File: src/rtl/gate_bank_arbiter_pkg.sv
// Shared definitions for the gate bank arbiter: FSM encoding, default lane
// inversion mask, default burst length and a small index-wrap helper.
package gate_bank_arbiter_pkg;

   typedef enum logic {
      ST_IDLE = 1'b0,
      ST_OWN  = 1'b1
   } arb_state_t;

   // Lanes 0,5,6,7 invert, lanes 1-4 buffer.
   localparam logic [7:0] DEF_INV_MASK = 8'hE1;
   localparam int         DEF_BURST    = 2;

   // Next requester index modulo n (n <= 8).
   function automatic logic [2:0] wrap_inc(input logic [2:0] idx, input int n);
      if (int'(idx) >= n - 1) return 3'd0;
      return idx + 3'd1;
   endfunction

endpackage

File: src/rtl/gate_bank_arbiter_rr_pick.sv
// Circular first-valid search: starting at 'start', return a one-hot grant
// for the first asserted request and flag whether any was found.
module rr_pick #(
   parameter int N = 4
) (
   input  logic [N-1:0] req,
   input  logic [2:0]   start,
   output logic [N-1:0] grant,
   output logic         found
);

   int pos;

   // Scan offsets 0..N-1 from start; the first hit wins and blocks the rest.
   always_comb begin
      grant = '0;
      found = 1'b0;
      pos   = 0;
      for (int k = 0; k < N; k++) begin
         pos = int'(start) + k;
         if (pos >= N) pos = pos - N;
         for (int i = 0; i < N; i++) begin
            if (!found && req[i] && (i == pos)) begin
               grant[i] = 1'b1;
               found    = 1'b1;
            end
         end
      end
   end

endmodule

File: src/rtl/gate_bank_arbiter.sv
// Gate bank arbiter: N_REQ byte requesters share one registered 8-lane
// inversion/buffer bank. Round-robin arbitration with burst ownership.
//
// state   | meaning
// --------+--------------------------------------------------------------
// ST_IDLE | no owner; grant first valid requester scanning from ptr
// ST_OWN  | owner holds the bank; cnt transfers accepted so far (1..BURST)
module gate_bank_arbiter
   import gate_bank_arbiter_pkg::*;
#(
   parameter int         N_REQ    = 4,
   parameter logic [7:0] INV_MASK = DEF_INV_MASK,
   parameter int         BURST    = DEF_BURST
) (
   input  logic                 clk,
   input  logic                 rst,
   input  logic [N_REQ-1:0]     req_valid,
   input  logic [8*N_REQ-1:0]   req_data,
   output logic [N_REQ-1:0]     req_ready,
   output logic                 out_valid,
   output logic [7:0]           out_data,
   output logic [2:0]           out_id,
   input  logic                 out_ready,
   output logic [15:0]          xfer_count
);

   arb_state_t       state, state_n;
   logic [2:0]       ptr, ptr_n;
   logic [2:0]       owner, owner_n;
   logic [3:0]       cnt, cnt_n;

   logic             load;
   logic             xfer;
   logic             own_keep;
   logic [N_REQ-1:0] own_oh;
   logic [N_REQ-1:0] rr_grant;
   logic             rr_found;
   logic [2:0]       pick_start;
   logic [N_REQ-1:0] grant;
   logic [7:0]       sel_data;
   logic [2:0]       sel_id;

   assign load = !out_valid || out_ready;

   // Owner one-hot; the owner keeps the bank only while it stays valid.
   always_comb begin
      own_oh = '0;
      for (int i = 0; i < N_REQ; i++) begin
         own_oh[i] = (owner == 3'(i));
      end
   end

   assign own_keep   = (state == ST_OWN) && (|(req_valid & own_oh));
   // A dropped owner hands the search to its successor in the same cycle.
   assign pick_start = (state == ST_OWN) ? wrap_inc(owner, N_REQ) : ptr;

   rr_pick #(.N(N_REQ)) u_pick (
      .req   (req_valid),
      .start (pick_start),
      .grant (rr_grant),
      .found (rr_found)
   );

   assign grant     = own_keep ? own_oh : rr_grant;
   assign req_ready = (load && !rst) ? grant : '0;
   assign xfer      = |(req_valid & req_ready);

   // Byte and index of the granted requester.
   always_comb begin
      sel_data = 8'h00;
      sel_id   = 3'd0;
      for (int i = 0; i < N_REQ; i++) begin
         if (grant[i]) begin
            sel_data = req_data[8*i +: 8];
            sel_id   = 3'(i);
         end
      end
   end

   // Next-state: ownership, burst count and round-robin pointer.
   always_comb begin
      state_n = state;
      ptr_n   = ptr;
      owner_n = owner;
      cnt_n   = cnt;
      if (load) begin
         if (own_keep) begin
            if (int'(cnt) + 1 >= BURST) begin
               state_n = ST_IDLE;
               ptr_n   = wrap_inc(owner, N_REQ);
               cnt_n   = 4'd0;
            end else begin
               cnt_n = cnt + 4'd1;
            end
         end else begin
            if (state == ST_OWN) begin
               state_n = ST_IDLE;
               ptr_n   = wrap_inc(owner, N_REQ);
               cnt_n   = 4'd0;
            end
            if (rr_found) begin
               if (BURST == 1) begin
                  state_n = ST_IDLE;
                  ptr_n   = wrap_inc(sel_id, N_REQ);
                  cnt_n   = 4'd0;
               end else begin
                  state_n = ST_OWN;
                  owner_n = sel_id;
                  cnt_n   = 4'd1;
               end
            end
         end
      end
   end

   // Arbiter state register.
   always_ff @(posedge clk) begin
      if (rst) begin
         state <= ST_IDLE;
         ptr   <= 3'd0;
         owner <= 3'd0;
         cnt   <= 4'd0;
      end else begin
         state <= state_n;
         ptr   <= ptr_n;
         owner <= owner_n;
         cnt   <= cnt_n;
      end
   end

   // Output slot: reloads whenever empty or drained, holds while stalled.
   always_ff @(posedge clk) begin
      if (rst) begin
         out_valid <= 1'b0;
         out_data  <= 8'h00;
         out_id    <= 3'd0;
      end else if (load) begin
         out_valid <= xfer;
         if (xfer) begin
            out_data <= sel_data ^ INV_MASK;
            out_id   <= sel_id;
         end
      end
   end

   // Wrapping count of accepted transfers.
   always_ff @(posedge clk) begin
      if (rst) begin
         xfer_count <= 16'h0000;
      end else if (xfer) begin
         xfer_count <= xfer_count + 16'h0001;
      end
   end

endmodule

File: config.mk
export PLATFORM = sky130hd
export DESIGN_NAME = gate_bank_arbiter
export DESIGN_NICKNAME = d
export VERILOG_FILES = /design/src/rtl/gate_bank_arbiter_pkg.sv /design/src/rtl/gate_bank_arbiter_rr_pick.sv /design/src/rtl/gate_bank_arbiter.sv
export SDC_FILE = /design/constraint.sdc
export NUM_CORES = 1
export LEC_CHECK = 0
export ABC_AREA = 1
export ABC_CLOCK_PERIOD_IN_PS = 2900
export BUFFER_PORTS_ARGS = -buffer_cell sky130_fd_sc_hd__buf_2
export CORE_MARGIN = 1
export CORE_UTILIZATION = 40
export CTS_BUF_LIST = sky130_fd_sc_hd__clkbuf_8
export CTS_CLUSTER_SIZE = 24
export DETAILED_ROUTE_END_ITERATION = 8
export PLACE_DENSITY = 0.65
export SETUP_SLACK_MARGIN = 0.02
export SLEW_MARGIN = 10
export SYNTH_ARGS = -nofsm -noshare
export SYNTH_HDL_FRONTEND = slang
export SYNTH_SLANG_ARGS = --single-unit
File: constraint.sdc
create_clock -name clk -period 2.9 [get_ports clk]
set_input_delay 0.58 -clock clk [delete_from_list [all_inputs] [get_ports clk]]
set_output_delay 0.58 -clock clk [all_outputs]
set_load 0.03 [all_outputs]
==> results of run 1 <==
## sequential cells by signal, summed over array words and instances (netlist names)
name	flops
cnt	4
out_valid	1
xfer_count	16
ptr	2
out_id	2
out_data	8
owner	2
state	1
## routing by layer
layer / vias up / part of all wire, % / GRT usage (%)
li1: 1642 / - / -
met1: 1515 / 44 / 26.8
met2: 76 / 50 / 39.3
met3: 15 / 4.2 / 3.81
met4: 0 / 1.8 / 7.58
met5: - / 0 / 0
## worst paths after layout
check,start,end,slack [ps]
setup / recovery,owner[1],req_ready[3],-180
hold reg to reg,cnt[2],cnt[2],470
setup reg to reg,owner[1],out_data[4],-80
hold / removal,cnt[2],cnt[2],470
## repair_timing
action	in CTS	in global routing
pin swaps	12	17
gates resized for setup	19	38
setup endpoints to repair	4	38
setup buffers	25	4
gates cloned	0	3
## per-stage QoR
| step | instance area (um2) | total power (W) |
|---|---|---|
| after floorplan | 2850 | 0.00258 |
| after global placement | 3400 | 0.00322 |
| after detailed placement | 3400 | 0.00326 |
| after CTS | 3740 | 0.00404 |
| after global routing | 3930 | 0.00469 |
| final | 3930 | 0.00428 |
## cells by family (layout without fill, tap and decap cells)
family / count (synthesis) / count (layout) / share of synthesized area (%)
and+or+nand+nor: 268 / 268 / 46.6
xor gates and xnor gates: 14 / 14 / 4.31
adders and majority gates: 7 / 7 / 3.08
AOI/OAI and AO/OA: 39 / 39 / 9.15
DFF: 36 / 36 / 25.3
other: 1 / 1 / 0.132
buffers and inverters: 75 / 181 / 11.4
## cells in the final DEF, fill, tap and decap left out, drive strengths merged
cell type / count
a2111oi: 1
a21oi: 25
buf: 112
bufinv: 1
clkbuf: 8
clkinv: 2
conb: 1
dfxtp: 36
ha: 7
inv: 58
nand2: 105
nand3: 63
nand3b: 14
nand4: 19
nor2: 53
nor3: 6
nor4: 4
o211ai: 3
o21ai: 7
o21bai: 1
o22ai: 2
or2: 4
xnor2: 4
xor2: 10
## worst max-delay path, stage by stage (launching register included)
cell and delay [ps]:
dfxtp_2 340, inv_2 50, ha_4 280, inv_2 30
nand2_2 60, nand2_4 80, nand3_4 90, nand4_1 140
nor2_1 130, nand4_1 90, nor2_1 130, nand4_1 110
nor2_2 110, nand4_1 80, nand2_1 110, nand2_2 70
inv_2 70, nand2_2 50, inv_2 70, buf_6 120
## report_power, final
part / switching [W] / leakage (nW) / internal (W) / total (W)
Combinational: 0.00186 / 1.61 / 0.00132 / 0.00318
Sequential: 0.0000746 / 0.295 / 0.000596 / 0.000671
Clock: 0.000184 / 0.0593 / 0.000252 / 0.000436
Total: 0.00212 / 1.96 / 0.00217 / 0.00428
## layout make-up
| class | instances | area [um2] | share of cell area (%) |
|---|---|---|---|
| clock buffer | 5 | 68.8 | 1.75 |
| clock inverter | 3 | 38.8 | 0.988 |
| inverter | 58 | 228 | 5.80 |
| multi-input combinational | 329 | 1940 | 49.5 |
| sequential | 36 | 724 | 18.5 |
| tap | 96 | 120 | 3.06 |
| timing repair buffer | 115 | 802 | 20.4 |
==> results.txt, run 1 <==
Die Area -> 0.00745 mm2
Crit path DAT -> 2500 ps
Violated checks -> negative setup slack
Post-synth cell types -> 39
Core Rows -> 30
Cell area power density -> 1090 mW/mm2
Hold slack -> 466 ps
Layout cells sized above 1 -> 37.2%
Syn nets -> 486
Final Hold Viols -> 0
Yosys Warn Count -> 0
Die Wd -> 86.3 um
Syn Area/Cell -> 6.46 um2
Die Height -> 86.3 um
RePlAce Congestion -> 0.912
TNS Setup -> -813 ps
Max VDD drop -> 0.562 mV
Rel. slew slack -> 52.6%
Post-Route WL -> 8.14 mm
Worst EP required -> 2320 ps
First-pass GRT wire length -> 13.5 mm
Critical Path End Type -> output pin
Clock tree from TritonCTS -> built
Slew Limit Fails -> 0
Cts bufs inserted -> 5
Synth cell count leaders -> nand2_1 (87), nand3_1 (58), inv_1 (53), nor2_1 (51), dfxtp_1 (36)
Max cap viols -> 0
Post-DP HPWL -> 5.58 mm
CTS clock-pin slew for the worst setup and hold paths -> 70 ps
Clock latency on the worst-skew pair -> 290 ps
Area Overhead vs Synth -> 38.1%
Clock Tree Buf Depth -> 2
Residual DRC count -> 0
Synth Cell Area -> 0.00284 mm2
Remaining Overflow, GRT -> 0
Top-area cell type share of the netlist area -> 25.3%
Initial Util -> 41.6%
Yosys reg bits -> 36
Tmin final -> 3080 ps
Final Util -> 57.5%
Reg2Reg Depth -> 25
Initial antenna violation count -> 0
DR vias -> 3248
Post-DR vias/cell -> 5.06
Most common cell in the synthesized netlist -> nand2_1
HP Class -> reg -> reg
Largest cells by area after synthesis -> dfxtp_1 (25%), nand2_1 (11%), nand3_1 (10%), inv_1 (7.0%), nor2_1 (6.7%)
CTS Hold Bufs -> 0
Mapped Cells -> 440
Pleak -> 1.96 nW
Top cell type by total area after synthesis -> dfxtp_1
Hold Path Depth -> 2
DRT iter0 DRCs -> 116
Port bufs -> 69
Fmax -> 324 MHz
Core ar. -> 0.00683 mm2
Critical Path Start Type -> flip-flop
Layout Nets -> 591
1st-pass router iterations -> 5
Antenna viol nets, final -> 0
Async set or reset register ratio after synthesis -> 0%
Vias in the first global route -> 3179
Final worst slack -> -185 ps
Count of non-filler cells in the finished layout -> 642
WL per Instance -> 12.7 um
Placed Cells -> 608
Clock skew -> 7.17 ps
Post-synthesis sequential area ratio -> 25.3%
ANT cells -> 0
IO Pins -> 71
Largest net degree at the start of global routing -> 27
GR Util All Layers -> 22.1%
Pin slew with the least headroom to its limit -> 709 ps
Tcrit/Tclk final -> 106%
RSZ-0062 raised after global routing -> yes
Fillers -> 691
CTS Sinks -> 36
Setup CP Type -> reg -> out
H-tree levels -> 2
Status -> finished, violations left
Number of flops mapped to enable cells by yosys -> 0
Ys flop type -> dfxtp_1
Final setup vio count -> 11
Critical Path Fanout Max -> 3
Pre-CTS setup slack -> -65.4 ps
Root Driver -> clkbuf_8
(Power assumes the default switching activity.)
==> run 2, diff against run 1 <==
--- a/config.mk
+++ b/config.mk
@@ -8,6 +8,7 @@
 export ABC_AREA = 1
 export ABC_CLOCK_PERIOD_IN_PS = 2900
 export BUFFER_PORTS_ARGS = -buffer_cell sky130_fd_sc_hd__buf_2
+export CORE_ASPECT_RATIO = 1.1
 export CORE_MARGIN = 1
 export CORE_UTILIZATION = 40
 export CTS_BUF_LIST = sky130_fd_sc_hd__clkbuf_8
==> results.txt, run 2 (synthesis results as in run 1) <==
Status -> finished, violations left
Violated checks -> negative setup slack
Clock Tree Buf Depth -> 2
Crit path DAT -> 2430 ps
FF-to-FF Start -> owner[1]
Antenna viol nets, final -> 0
Cts bufs inserted -> 5
IO Pins -> 71
TNS Setup -> -368 ps
Final Hold Viols -> 0
Reg2Reg Depth -> 26
Die Wd -> 82.4 um
WL per Instance -> 12.4 um
Critical Path Fanout Max -> 5
DRT iter0 DRCs -> 142
Critical Path End Type -> output pin
Post-Route WL -> 7.81 mm
1st-pass router iterations -> 4
Placed cell area -> 0.00337 mm2
Layout cells sized above 1 -> 36.4%
Clock skew -> 3.79 ps
Clock tree from TritonCTS -> built
Final setup vio count -> 7
Pleak -> 1.91 nW
Pin slew with the least headroom to its limit -> 657 ps
Critical path origin -> owner[1]
HP Class -> reg -> reg
Top Registers -> xfer_count x16, out_data x8, cnt x4
Initial Util -> 42.4%
Critical Path Start Type -> flip-flop
Count of non-filler cells in the finished layout -> 629
Met3 track utilization from global routing -> 3.43%
CTS clock-pin slew for the worst setup and hold paths -> 70 ps
Post-DP HPWL -> 5.57 mm
Rel. slew slack -> 55.8%
Largest register by flop count -> xfer_count
Reg-to-reg setup timing slack -> -20 ps
Die Area -> 0.00745 mm2
Reg2reg end -> out_data[4]
Most common cell after layout, fill and taps aside -> nand2_1
GR Util All Layers -> 22.4%
Most frequent cells in the layout -> nand2_1 (80), buf_2 (65), nand3_1 (55)
Final Util -> 56.8%
Fmax -> 333 MHz
Residual DRC count -> 0
Min-delay src -> cnt[3]
Setup CP Type -> reg -> out
Max cap viols -> 0
RSZ-0062 raised after global routing -> yes
Layout Nets -> 593
Initial antenna violation count -> 0
DR vias -> 3194
Tmin final -> 3010 ps
Core Rows -> 31
Hold slack -> 453 ps
Max reg flops -> 16
Cell area power density -> 1080 mW/mm2
Hold Path Depth -> 2
Post-DR vias/cell -> 5.08
Max VDD drop -> 0.563 mV
CTS Sinks -> 36
ANT cells -> 0
Area Overhead vs Synth -> 34.1%
Core ar. -> 0.00671 mm2
Gr busiest metal -> met2
First-pass GRT wire length -> 13.3 mm
Final worst slack -> -106 ps
Min-Delay Endpoint -> cnt[3]
H-tree levels -> 2
Root Driver -> clkbuf_8
Clock latency on the worst-skew pair -> 290 ps
RePlAce Congestion -> 0.846
Routing usage on met2 -> 38.8%
Largest net degree at the start of global routing -> 27
Slew Limit Fails -> 0
CTS Hold Bufs -> 0
Vias in the first global route -> 3038
Remaining Overflow, GRT -> 0
Port bufs -> 69
Worst EP required -> 2320 ps
Placed Cells -> 595
GR Layer Usage met1 -> 26.9%
Final Cell Area -> 0.00381 mm2
Die Height -> 90.4 um
Tcrit/Tclk final -> 104%
## run 2: worst max path at each step
stage | end | slack, ps | cells after the start
detailed placement | req_ready[3] | 10 | 20
global placement | req_ready[3] | 70 | 20
global route | req_ready[2] | -290 | 17
floorplan | req_ready[1] | 10 | 16
CTS | req_ready[3] | -90 | 19
finish | req_ready[2] | -110 | 17
## run 2: area by class of cell
type	instances	area [um2]
Clock inverter	2	8.76
Sequential cell	36	724
Tap cell	82	103
Clock buffer	5	68.8
Fill cell	649	2900
Multi-Input combinational cell	329	1920
Timing Repair Buffer	117	763
Inverter	58	223
## run 2: worst max-delay path: stages (launching register included)
cell and delay (ps):
dfxtp_2 340, inv_2 50, ha_4 240, nand2_2 80, nand2_4 80, nand3_2 90
buf_4 120, inv_1 40, nor2_2 70, nand4_1 140, nor2_2 150, nand4_1 120
nor2_2 140, nand4_1 100, nand2_2 110, nand3_2 90, inv_2 70, buf_6 120
## run 2: metal layers
| metal | wire, um | vias to the layer above |
|---|---|---|
| li1 | - | 1648 |
| met4 | 212 | 0 |
| met5 | 0 | - |
| met3 | 226 | 20 |
| met1 | 3500 | 1457 |
| met2 | 3870 | 69 |
## run 2: metrics by stage
step | setup WS, ps | power (W)
after floorplan | 10.3 | 0.00258
after global placement | 69.9 | 0.00322
after detailed placement | 13.1 | 0.00324
after CTS | -92.0 | 0.00398
after global routing | -295 | 0.00451
final | -106 | 0.00412
## run 2: what timing repair did
item | CTS | global route
setup buffers | 24 | 10
cloned | 0 | 0
pin swaps | 13 | 22
gates resized for setup | 26 | 27
endpoints found under the setup margin | 4 | 38
## run 2: where the power goes
| part | leakage [nW] | total, W | internal [W] | switching (W) |
|---|---|---|---|---|
| logic | 1.57 | 0.00311 | 0.00130 | 0.00182 |
| registers | 0.295 | 0.000671 | 0.000596 | 0.0000753 |
| clock network | 0.0452 | 0.000337 | 0.000160 | 0.000177 |
| total | 1.91 | 0.00412 | 0.00205 | 0.00207 |
==> run 3, diff against run 2 <==
--- a/config.mk
+++ b/config.mk
@@ -14,9 +14,10 @@
 export CTS_BUF_LIST = sky130_fd_sc_hd__clkbuf_8
 export CTS_CLUSTER_SIZE = 24
 export DETAILED_ROUTE_END_ITERATION = 8
-export PLACE_DENSITY = 0.65
+export PLACE_DENSITY = 0.66
 export SETUP_SLACK_MARGIN = 0.02
 export SLEW_MARGIN = 10
 export SYNTH_ARGS = -nofsm -noshare
 export SYNTH_HDL_FRONTEND = slang
+export SYNTH_HIERARCHICAL = 1
 export SYNTH_SLANG_ARGS = --single-unit
==> results.txt, run 3 <==
Die Wd -> 79.2 um
Layout cells sized above 1 -> 37.0%
Tmin final -> 3240 ps
Top Registers -> xfer_count x16, out_data x8, cnt x4
Post-DP HPWL -> 5.33 mm
TNS Setup -> -1080 ps
DRT iter0 DRCs -> 152
Ys flop type -> dfxtp_1
Core ar. -> 0.00627 mm2
Final worst slack -> -341 ps
Root Driver -> clkbuf_8
RePlAce Congestion -> 0.886
Antenna viol nets, final -> 0
Most common cell after layout, fill and taps aside -> nand2_1
Max VDD drop -> 1.10 mV
Residual DRC count -> 0
HP Class -> reg -> reg
Fmax -> 309 MHz
Post-synth cell types -> 32
Tcrit/Tclk final -> 112%
Final setup vio count -> 5
IO Pins -> 71
Placed Cells -> 581
Clock Tree Buf Depth -> 2
Largest register by flop count -> xfer_count
Pleak -> 1.76 nW
Clock tree from TritonCTS -> built
1st-pass router iterations -> 5
Overall power -> 0.00490 W
GR Util All Layers -> 21.5%
WL per Instance -> 12.3 um
Largest cells by area after synthesis -> dfxtp_1 (27%), nand2_1 (13%), nand3_1 (8.6%), inv_1 (8.0%), nor2_1 (7.0%)
Most common cell in the synthesized netlist -> nand2_1
Mapped Cells -> 410
Count of non-filler cells in the finished layout -> 601
Port bufs -> 69
Fillers -> 575
ANT cells -> 0
Core Rows -> 30
CTS Hold Bufs -> 0
Setup CP Type -> reg -> out
Rel. slew slack -> 63.1%
Cell area power density -> 1310 mW/mm2
Remaining Overflow, GRT -> 0
Initial Util -> 41.9%
RSZ-0062 raised after global routing -> yes
CTS clock-pin slew for the worst setup and hold paths -> 70 ps
Critical Path Start Type -> flip-flop
Number of flops mapped to enable cells by yosys -> 0
Slew Limit Fails -> 0
Placed cell area -> 0.00337 mm2
Most frequent cells in the layout -> nand2_1 (79), buf_2 (65), inv_1 (52)
Vias in the first global route -> 2782
Final Hold Viols -> 0
Yosys Warn Count -> 6
Synth cell count leaders -> nand2_1 (92), inv_1 (56), nor2_1 (49), nand3_1 (45), dfxtp_1 (36)
Pin slew with the least headroom to its limit -> 553 ps
Worst EP required -> 2320 ps
Top-area cell type share of the netlist area -> 27.5%
Min-delay src -> cnt[3]
Layout Nets -> 566
FF-to-FF Start -> owner[1]
First-pass GRT wire length -> 11.9 mm
Crit path DAT -> 2660 ps
Post-DR vias/cell -> 4.95
Top cell type by total area after synthesis -> dfxtp_1
Yosys reg bits -> 36
Initial antenna violation count -> 0
Max reg flops -> 16
Final Cell Area -> 0.00375 mm2
Synth Cell Area -> 0.00263 mm2
Area Overhead vs Synth -> 42.8%
Critical Path End Type -> output pin
Critical Path Fanout Max -> 6
Status -> finished, violations left
Clock latency on the worst-skew pair -> 300 ps
Violated checks -> negative setup slack
Die Height -> 87.0 um
Die Area -> 0.00689 mm2
Syn Area/Cell -> 6.40 um2
Post-synthesis sequential area ratio -> 27.5%
Critical path origin -> owner[1]
Post-Route WL -> 7.41 mm
CTS Sinks -> 36
Largest net degree at the start of global routing -> 24
H-tree levels -> 2
Clock skew -> 10.1 ps
Max cap viols -> 0
Async set or reset register ratio after synthesis -> 0%
Cts bufs inserted -> 5
DR vias -> 2976
## run 3: cell types whose count changed in the layout (fill, tap and decap cells not counted), sizes merged, moves of 6 or more
cell | before | now
nor3 | 6 | 12
nand3b | 14 | 0
o21ai | 7 | 17
nand2 | 105 | 99
a21oi | 25 | 32
nand3 | 63 | 49
buf | 117 | 109
nand4 | 19 | 11
## run 3: worst paths after layout
path | slack [ps] | cells past startpoint | end
max | -340 | 19 | req_ready[2]
min | 460 | 2 | cnt[3]
max reg2reg | -10 | 24 | out_data[0]
min reg2reg | 460 | 2 | cnt[3]
## run 3: cells by family after synthesis
kind of cell,share of synthesized area [%]
AO/OA/AOI/OAI,12.6
XOR/XNOR,3.00
adder cells (fa/ha/maj),3.34
buffers and inverters,11.5
flip-flops,27.5
other,0.143
AND/OR/NAND/NOR,41.9
## run 3: routing by layer
metal  track usage [%]  routed length (um)  vias up
li1                  -                   -     1541
met1              25.8                3270     1325
met2              39.0                3550      102
met3              3.56                 518        8
met4              6.12                  69        0
met5                 0                   0        -
## run 3: worst max-delay path, stage by stage, from the launching register on
cell and delay, ps:
dfxtp_4 370, inv_2 50, ha_4 270, nand2_4 50, o21ai_4 120, inv_2 70
nand3_2 90, nand4_4 90, nor2_4 120, nand4_4 100, nor2_4 130, nand4_4 100
nor2_4 140, nand2_1 60, o21bai_1 150, inv_1 70, nand2_2 90, nand2_4 60
nor2_4 90, buf_6 130
## run 3: final cells by class
type | count | area, um2 | area share, %
tap | 80 | 100 | 2.67
clock buffer | 5 | 68.8 | 1.84
inverter | 60 | 225 | 6.01
sequential | 36 | 728 | 19.4
multi-input combinational | 305 | 1790 | 47.9
timing repair buffer | 112 | 790 | 21.1
clock inverter | 3 | 41.3 | 1.10
## run 3: repair_timing
action                                  in CTS  in global routing
pin swaps                                   12                  5
endpoints found under the setup margin      33                 33
setup buffers                                7                  2
resized for setup                           25                 13
gates cloned                                 0                  4
## run 3: power by group
| group | total, W | internal [W] | leakage [nW] | switching [W] |
|---|---|---|---|---|
| clock | 0.000451 | 0.000255 | 0.0585 | 0.000195 |
| sequential | 0.000701 | 0.000610 | 0.295 | 0.0000908 |
| combinational | 0.00375 | 0.00165 | 1.40 | 0.00210 |
## run 3: through the flow
stage / utilization, % / hold slack, ps / setup WS [ps]
after floorplan: - / 425 / -96.1
after global placement: 53.8 / 438 / -180
after detailed placement: 53.8 / 442 / -263
after CTS: 57.4 / 463 / -347
after global routing: 59.8 / 496 / -515
final: 59.8 / 459 / -341
